## src/rtl/fp_divider_if.sv

```systemverilog
// Handshake/operand bundle for fp_divider.
//   start  - request; taken only while the divider is idle
//   a_fpn  - dividend, IEEE-754 single
//   b_fpn  - divisor, IEEE-754 single
//   busy   - a normal-path division is in flight
//   done   - one-cycle result-valid pulse
//   out    - quotient; held until the next done
// master drives the request side, slave is the divider.
interface fp_divider_if;
  logic        start;
  logic [31:0] a_fpn;
  logic [31:0] b_fpn;
  logic        busy;
  logic        done;
  logic [31:0] out;

  modport master (
    output start, a_fpn, b_fpn,
    input  busy, done, out
  );

  modport slave (
    input  start, a_fpn, b_fpn,
    output busy, done, out
  );
endinterface

```

## src/rtl/fp_divider.sv

```systemverilog
// IEEE-754 single-precision divider, out = a_fpn / b_fpn.
// Radix-2 restoring mantissa division, one quotient bit per clock, then a
// single normalisation cycle. Truncating; denormals flush to zero; overflow
// saturates to signed infinity and underflow to signed zero. Special operands
// are resolved in the accepting cycle without entering the iterative path.
// Ports:
//   clk   - clock, rising edge
//   rst_n - asynchronous active-low reset
//   bus   - fp_divider_if.slave (start/a_fpn/b_fpn in, busy/done/out out)
//
// state | meaning
// IDLE  | waiting for start; special-operand results are produced here
// DIV   | generating quotient bits, one per cycle, ITER cycles
// NORM  | normalise quotient, compute exponent, apply range clamps
module fp_divider #(
  parameter int ITER = 25
) (
  input  logic         clk,
  input  logic         rst_n,
  fp_divider_if.slave  bus
);

  typedef enum logic [1:0] {
    IDLE = 2'd0,
    DIV  = 2'd1,
    NORM = 2'd2
  } state_t;

  state_t state;
  state_t state_next;

  logic        sign;
  logic [7:0]  ea;
  logic [7:0]  eb;
  logic [23:0] mb;
  logic [25:0] rem;
  logic [24:0] q;
  logic [4:0]  cnt;

  // Operand classification on the live inputs (used only in IDLE).
  logic [7:0]  a_exp;
  logic [7:0]  b_exp;
  logic        a_nan;
  logic        b_nan;
  logic        a_inf;
  logic        b_inf;
  logic        a_zero;
  logic        b_zero;
  logic        in_sign;
  logic        is_special;
  logic [31:0] spec_result;

  always_comb begin
    a_exp   = bus.a_fpn[30:23];
    b_exp   = bus.b_fpn[30:23];
    a_nan   = (a_exp == 8'hFF) && (bus.a_fpn[22:0] != 23'd0);
    b_nan   = (b_exp == 8'hFF) && (bus.b_fpn[22:0] != 23'd0);
    a_inf   = (a_exp == 8'hFF) && (bus.a_fpn[22:0] == 23'd0);
    b_inf   = (b_exp == 8'hFF) && (bus.b_fpn[22:0] == 23'd0);
    // exponent 0 counts as zero, so denormals flush here
    a_zero  = (a_exp == 8'h00);
    b_zero  = (b_exp == 8'h00);
    in_sign = bus.a_fpn[31] ^ bus.b_fpn[31];

    is_special  = 1'b1;
    spec_result = 32'h0000_0000;
    if (a_nan || b_nan) begin
      spec_result = 32'hFFFF_FFFF;
    end else if ((a_zero && b_zero) || (a_inf && b_inf)) begin
      spec_result = 32'hFFFF_FFFF;
    end else if (a_inf || b_zero) begin
      spec_result = {in_sign, 8'hFF, 23'd0};
    end else if (a_zero || b_inf) begin
      spec_result = {in_sign, 31'd0};
    end else begin
      is_special = 1'b0;
    end
  end

  // State register
  always_ff @(posedge clk or negedge rst_n) begin
    if (!rst_n) begin
      state <= IDLE;
    end else begin
      state <= state_next;
    end
  end

  // Next-state logic
  always_comb begin
    state_next = state;
    case (state)
      IDLE: begin
        if (bus.start && !is_special) begin
          state_next = DIV;
        end
      end
      DIV: begin
        if (cnt == 5'(ITER - 1)) begin
          state_next = NORM;
        end
      end
      NORM: begin
        state_next = IDLE;
      end
      default: begin
        state_next = IDLE;
      end
    endcase
  end

  // Output / result-formation logic
  logic signed [9:0] e_norm;
  logic [22:0]       mant_norm;
  logic [31:0]       norm_result;

  always_comb begin
    bus.busy = (state != IDLE);

    // q[24] set means the mantissa ratio was >= 1, so one extra bit of shift
    if (q[24]) begin
      mant_norm = q[23:1];
      e_norm    = $signed({2'b00, ea}) - $signed({2'b00, eb}) + 10'sd127;
    end else begin
      mant_norm = q[22:0];
      e_norm    = $signed({2'b00, ea}) - $signed({2'b00, eb}) + 10'sd126;
    end

    if (e_norm >= 10'sd255) begin
      norm_result = {sign, 8'hFF, 23'd0};
    end else if (e_norm <= 10'sd0) begin
      norm_result = {sign, 31'd0};
    end else begin
      norm_result = {sign, e_norm[7:0], mant_norm};
    end
  end

  // Datapath and registered outputs
  always_ff @(posedge clk or negedge rst_n) begin
    if (!rst_n) begin
      sign     <= 1'b0;
      ea       <= 8'd0;
      eb       <= 8'd0;
      mb       <= 24'd0;
      rem      <= 26'd0;
      q        <= 25'd0;
      cnt      <= 5'd0;
      bus.out  <= 32'h0000_0000;
      bus.done <= 1'b0;
    end else begin
      bus.done <= 1'b0;
      case (state)
        IDLE: begin
          if (bus.start) begin
            if (is_special) begin
              bus.out  <= spec_result;
              bus.done <= 1'b1;
            end else begin
              sign <= in_sign;
              ea   <= a_exp;
              eb   <= b_exp;
              mb   <= {1'b1, bus.b_fpn[22:0]};
              rem  <= {2'b00, 1'b1, bus.a_fpn[22:0]};
              q    <= 25'd0;
              cnt  <= 5'd0;
            end
          end
        end
        DIV: begin
          // rem stays below 2*mb, so the left shift never overflows 26 bits
          if (rem >= {2'b00, mb}) begin
            rem <= (rem - {2'b00, mb}) << 1;
            q   <= {q[23:0], 1'b1};
          end else begin
            rem <= rem << 1;
            q   <= {q[23:0], 1'b0};
          end
          cnt <= cnt + 5'd1;
        end
        NORM: begin
          bus.out  <= norm_result;
          bus.done <= 1'b1;
        end
        default: begin
        end
      endcase
    end
  end

endmodule
```

## src/flat_wrapper.sv

```systemverilog
// flat-port wrapper written by rule: the top's interface ports become plain ports
module fp_divider_flat 
#(
  parameter int ITER = 25
)
  (clk, rst_n, bus_start, bus_a_fpn, bus_b_fpn, bus_busy, bus_done, bus_out);
  fp_divider_if bus_i ();
  input  logic clk;
  input  logic rst_n;
  input wire logic [$bits(bus_i.start)-1:0] bus_start;
  input wire logic [$bits(bus_i.a_fpn)-1:0] bus_a_fpn;
  input wire logic [$bits(bus_i.b_fpn)-1:0] bus_b_fpn;
  output wire logic [$bits(bus_i.busy)-1:0] bus_busy;
  output wire logic [$bits(bus_i.done)-1:0] bus_done;
  output wire logic [$bits(bus_i.out)-1:0] bus_out;
  assign bus_i.start = bus_start;
  assign bus_i.a_fpn = bus_a_fpn;
  assign bus_i.b_fpn = bus_b_fpn;
  assign bus_busy = bus_i.busy;
  assign bus_done = bus_i.done;
  assign bus_out = bus_i.out;
  fp_divider #(.ITER(ITER)) u_core (.clk(clk), .rst_n(rst_n), .bus(bus_i));
endmodule
```

## config.mk

```make
export PLATFORM = sky130hd
export DESIGN_NAME = fp_divider_flat
export DESIGN_NICKNAME = d
export VERILOG_FILES = /design/src/rtl/fp_divider_if.sv /design/src/rtl/fp_divider.sv /design/src/flat_wrapper.sv
export SDC_FILE = /design/constraint.sdc
export NUM_CORES = 1
export LEC_CHECK = 0
export CAP_MARGIN = 40
export CELL_PAD_IN_SITES_DETAIL_PLACEMENT = 1
export CELL_PAD_IN_SITES_GLOBAL_PLACEMENT = 2
export CORE_ASPECT_RATIO = 1.5
export CORE_MARGIN = 3
export CORE_UTILIZATION = 38
export CTS_CLUSTER_DIAMETER = 200
export DETAILED_ROUTE_END_ITERATION = 6
export PLACE_DENSITY_LB_ADDON = 0.1
export SETUP_SLACK_MARGIN = 0.3
export SLEW_MARGIN = 20
export SYNTH_ARGS = -nofsm -noshare
export SYNTH_HDL_FRONTEND = slang
export SYNTH_SLANG_ARGS = --single-unit
```

## constraint.sdc

```tcl
create_clock -name clk -period 8.4 [get_ports clk]
set_input_delay 2.1 -clock clk [delete_from_list [all_inputs] [get_ports clk]]
set_output_delay 2.1 -clock clk [all_outputs]
set_load 0.01 [all_outputs]
```

; ---- Word level (Yosys, flattened, before mapping)
; Index checks and enable logic that the tools add are counted.
[totals]
regBits = 132
out_inout_bits = 34
[op_classes]
add_sub_neg = 5
order_cmp = 3
n_eq_ne = 10
n_mux = 32
n_bitwise = 2
n_reduce_logical = 26
[op_table]
columns = op, n
row1 = 32-bit 2-to-1 mux, 6
row2 = 26-bit 2-to-1 mux, 3
row3 = 32-bit case mux with 2 select lines, 1
row4 = 31-bit 2-to-1 mux, 2
row5 = 26-bit case mux with 2 select lines, 1
row6 = 25-bit 2-to-1 mux, 2
row7 = 25-bit case mux with 2 select lines, 1
row8 = 23-bit logical NOT, 2
row9 = 23-bit nonzero test, 2
row10 = 26-bit by 24-bit greater-or-equal comparator with 1-bit output, 1
row11 = 25-bit by 24-bit subtractor with 25-bit output, 1
row12 = 23-bit 2-to-1 mux, 1
row13 = "10-bit by 8-bit adder with 10-bit output, second input constant", 2
row14 = "8-bit equality test, second input constant", 2
row15 = 8-bit logical NOT, 2
row16 = "10-bit by 9-bit greater-or-equal comparator with 1-bit output, second input constant", 1
row17 = "10-bit by 1-bit less-or-equal comparator with 1-bit output, second input constant", 1
row18 = 10-bit 2-to-1 mux, 1
row19 = 5-bit 2-to-1 mux, 2
row20 = 5-bit case mux with 2 select lines, 1
row21 = 3-bit AND reduction, 3
row22 = 8-bit by 8-bit subtractor with 9-bit output, 1
row23 = 1-bit logical AND, 7
row24 = 1-bit 2-to-1 mux, 7
row25 = other kinds (16), 25

; ---- Depth between registers and ports, before layout
[logic_depth]
ltp_word = 11
ltp_mapped = 17

; ---- Least setup slack after synthesis
; Ideal clock, no wire load.
[synth_timing]
path_type = input port to flip-flop
start = input port bus_b_fpn[24]
end = register u_core.eb[1]
arrival_time_ns = 3.981
setup_slack_ns = 4.336
path_stages = 11
n_path_buf = 3
path_cell_list = nor4_1 > nand2_1 > nand2_1 > or3_1 > or3_1 > clkbuf_1 > nor2_1 > clkbuf_1 > clkbuf_1 > nand2_1 > o21ai_0
[synth_between]
elab_chain_len = 9
[synth_lines]
columns = item, line
row1 = "start, declared", flat_wrapper.sv:12  ; input wire logic [$bits(bus_i.b_fpn)-1:0] bus_b_fpn;
row2 = 8-bit equality test, "fp_divider.sv:57, fp_divider.sv:59"
row3 = 1-bit logical AND, fp_divider.sv:59  ; b_inf = (b_exp == 8'hFF) && (bus.b_fpn[22:0] == 23'd0);
row4 = 1-bit logical OR, fp_divider.sv:73  ; end else if (a_zero || b_inf) begin
row5 = 1-bit 2-to-1 mux, fp_divider.sv:73
row6 = 1-bit 2-to-1 mux, fp_divider.sv:71  ; end else if (a_inf || b_zero) begin
row7 = 1-bit 2-to-1 mux, fp_divider.sv:69  ; end else if ((a_zero && b_zero) || (a_inf && b_inf)) begin
row8 = 1-bit 2-to-1 mux, fp_divider.sv:67  ; if (a_nan || b_nan) begin
row9 = 1-bit NOT (no source line), --
row10 = 3-bit AND reduction (no source line), --
row11 = "end signal, assigned", fp_divider.sv:161  ; eb <= b_exp;
row12 = "end, declared", fp_divider.sv:34  ; logic [7:0] eb;
; Several ways; a longest one is shown, not always the timed one.
; A chain may end at the register's enable or synchronous reset.

; ---- Final worst setup path
[layout_timing]
start = input port bus_b_fpn[23]
end = register u_core.ea[5]
[layout_between]
elab_chain_len = 9
[layout_lines]
columns = item, line
row1 = 8-bit equality test, "fp_divider.sv:57, fp_divider.sv:59"
row2 = 1-bit logical AND, fp_divider.sv:59
row3 = 1-bit logical OR, fp_divider.sv:73
row4 = 1-bit 2-to-1 mux, fp_divider.sv:73
row5 = 1-bit 2-to-1 mux, fp_divider.sv:71
row6 = 1-bit 2-to-1 mux, fp_divider.sv:69
row7 = 1-bit 2-to-1 mux *, fp_divider.sv:67
row8 = 1-bit NOT (no source line) *, --
row9 = 3-bit AND reduction (no source line) *, --
row10 = "end signal, assigned", fp_divider.sv:160  ; ea <= a_exp;
row11 = "end, declared", fp_divider.sv:33  ; logic [7:0] ea;
; Every way passes the cells marked *; elsewhere a longest branch is shown, timed or not.

==> flow_summary_export.csv <==
group,metric,value,unit
floorplanning,io_pins,101,
flow_run,cap_violations,0,
grt,antenna_found_initial,0,
setup_path,critical_path.slowest_cell,"buf_4",
power,p_leak,4.243,nW
grt,grt_pass1_vias,7868,
synth,netlist_area,8378,um2
routing,vias,7282,
power,ir_drop,0.0001971,V
synth,synth_top_area_share,39.43,%
synth,syn_inst,942,
timing,finalHoldViolCount,0,
synth,yosysWarnings,0,
routing,antenna_left,0,
synth,netlist_top_cells_area,"dfrtp_1 (39%), mux2i_1 (6.0%), ha_1 (5.7%)",
placed_design,dp_cells,1267,
run_status,status,"finished clean",
final_layout,final_cells,1300,
synth,avgSynthCellArea,8.894,um2
final_layout,fill_cells,2523,
synth,dominantRegCellSynth,"dfrtp_1",
timing,grt_setup_unrepaired,"no",
final_layout,layout.nets,1126,
synth,netlist_top_cells_count,"dfrtp_1 (132), nand2_1 (126), o21ai_0 (87)",
timing,final_max_slew_viol_count,0,
synth,synth_nets,1048,
placed_design,port_buffers,100,
worst_hold_path,hp-class,"register to register",
final_layout,design_area,10250,um2
timing,final.setup.tns,0,ns
synth,ys_seq_elements,132,
synth,synthArstFlopShare,100.0,%
setup_path,crit_type,"input pin to register",
routing,totalWireLength,25100,um
timing,max_freq,209.5,MHz
routing,drc,0,
placed_design,dpl_cell_area,9609,um2
clock_network,clk_path_buf_depth,2,
floorplanning,die_h,187.9,um
synth,synth-edff-count,0,
setup_path,slowest_delay,0.57,ns
placed_design,globalplace.congestion,0.8039,
clock_network,cts_tree,"built",
setup_path,critPathMaxFanout,75,
synth,ys_seq_area_share,39.43,%
routing,vias_per_cell,5.602,
clock_network,postCtsSetupRepairBufs,0,
clock_network,cts_resized,0,
clock_network,insertion_delay,0.43,ns
setup_path,crit_arrival,5.08,ns
clock_network,cts_buffers,17,
grt,globalRouteTotalUtil,21.78,%
floorplanning,rows,65,
timing,relSlewSlack,46.48,%
setup_path,start_kind,"input pin",
routing,wl_per_cell,19.30,um
setup_path,path_cells,"clkdlybuf4s50_1 -> nor4_1 -> nand2_1 -> nand2_1 -> or3_1 -> or3_1 -> nor2_4 -> buf_4 -> mux2_2",
placed_design,hpwl,18330,um
routing,drtIter0Drc,309,
final_layout,areaGrowthSynthToFinish,22.36,%
grt,grt_pass1_wl,41540,um
floorplanning,dieArea,23900,um2
power,power_density,496.8,nW/um2
setup_path,path_delay_family,"simple AND/OR/NAND/NOR gates",
setup_path,cp_num_buf_inv,2,
setup_path,cp-end-kind,"register",
clock_network,path_clk_slew,0.06,ns
clock_network,cts_max_level,4,
clock_network,cts_sinks,132,
grt,grt_max_degree,86,
timing,tightest_slew,0.8020,ns
final_layout,diodes,0,
grt,grt_overflow_total,0,
clock_network,cts_root_buffer,"clkbuf_16",
timing,setup_viol,0,
final_layout,drive_above_1_share,9.012,%
floorplanning,core,21390,um2
timing,timing.final.crit_share,56.83,%
timing,fin_skew,0.009257,ns
routing,dr.pass1.iters,4,
setup_path,critPathRequiredTime,8.71,ns
timing,period_needed,4.774,ns
floorplanning,initial_core_util,39.17,%
synth,synth_area_leader_cell,"dfrtp_1",
synth,synth_most_common_cell,"dfrtp_1",
floorplanning,die_w,127.2,um
clock_network,ctsHoldBuffers,0,
synth,synth.distinct_cells,67,
[final timing paths]
check                                                start                             end  slack, ns  cells after the start
worst max register to register    u_core.eb[1]$_DFFE_PN0P_   u_core.bus.out[7]$_DFFE_PN0P_       4.16                     14
worst min register to register  u_core.rem[25]$_DFFE_PN0P_      u_core.rem[25]$_DFFE_PN0P_       0.49                      2
max in group asynchronous                            rst_n  u_core.bus.out[29]$_DFFE_PN0P_       5.65                      3
worst max-delay path                         bus_b_fpn[23]        u_core.ea[5]$_DFFE_PN0P_       3.63                      9
min in group asynchronous                            rst_n        u_core.eb[6]$_DFFE_PN0P_       1.47                      1
worst min-delay path            u_core.rem[25]$_DFFE_PN0P_      u_core.rem[25]$_DFFE_PN0P_       0.49                      2
[tightest hold or removal path: stages, from the launching register on]
cell and delay [ns]:
dfrtp_1 0.35, nand2_1 0.05, o21ai_0 0.06
[cell families (layout without fill, tap and decap cells)]
family                     Yosys count  in the layout  share of synthesized area, %
and+or+nand+nor                    307            307                         17.13
AOI/OAI and AO/OA                  270            270                         21.83
DFF                                132            132                         39.43
buffers and inverters              107            197                         5.078
muxes                               64             64                         7.855
adders and majority gates           40             40                         6.034
xor gates and xnor gates            22             22                         2.643
[sequential cells by signal (all words and copies together) (netlist names)]
| signal | count |
|---|---|
| u_core.bus.done | 1 |
| u_core.bus.out | 32 |
| u_core.cnt | 5 |
| u_core.ea | 8 |
| u_core.eb | 8 |
| u_core.mb | 24 |
| u_core.q | 25 |
| u_core.rem | 26 |
| u_core.sign | 1 |
| u_core.state | 2 |
[cells in the final DEF (no fill, tap or decap), types with 28 or more instances in the layout]
master,n
inv_1,55
mux2i_1,50
nor2_1,66
dfrtp_1,132
nand2_1,125
ha_1,38
o21ai_0,87
clkdlybuf4s50_1,99
a211oi_1,28
a21oi_1,52
[per-stage QoR]
stage	utilization, %	worst slack [ns]	total power, W	hold WS, ns
final	47.93	3.626	0.005093	0.4945
after CTS	47.77	3.611	0.005140	0.5028
after global placement	44.80	3.179	0.004258	0.4732
after global routing	47.93	3.488	0.005608	0.5356
after detailed placement	44.93	3.175	0.004320	0.4896
after floorplan	-	4.336	0.003446	0.4306
[where the power goes]
part	internal, W	switching, W	leakage, nW
registers	0.000950	0.000206	1.53
logic	0.00136	0.00179	2.41
clock network	0.000483	0.000300	0.300
total	0.00279	0.00230	4.24
[layout make-up]
type                            instances  area, um2  share of cell area, %
Timing Repair Buffer                  111       1122                  10.95
Tap cell                              268      335.3                  3.271
Inverter                               55      206.4                  2.014
Sequential cell                       132       3303                  32.22
Multi-Input combinational cell        703       4674                  45.60
Clock buffer                           20      456.7                  4.455
Clock inverter                         11      152.6                  1.489
[layer usage]
layer | part of all wire (%) | wire length [um] | GRT usage, % | vias up
met5 | 0 | 0 | 0 | -
met4 | 3.9 | 989 | 8.877 | 0
met3 | 2.5 | 635 | 3.733 | 49
met2 | 54 | 13440 | 40.50 | 122
met1 | 40 | 10030 | 24.15 | 3576
li1 | - | - | - | 3535
(Power assumes the default switching activity.)
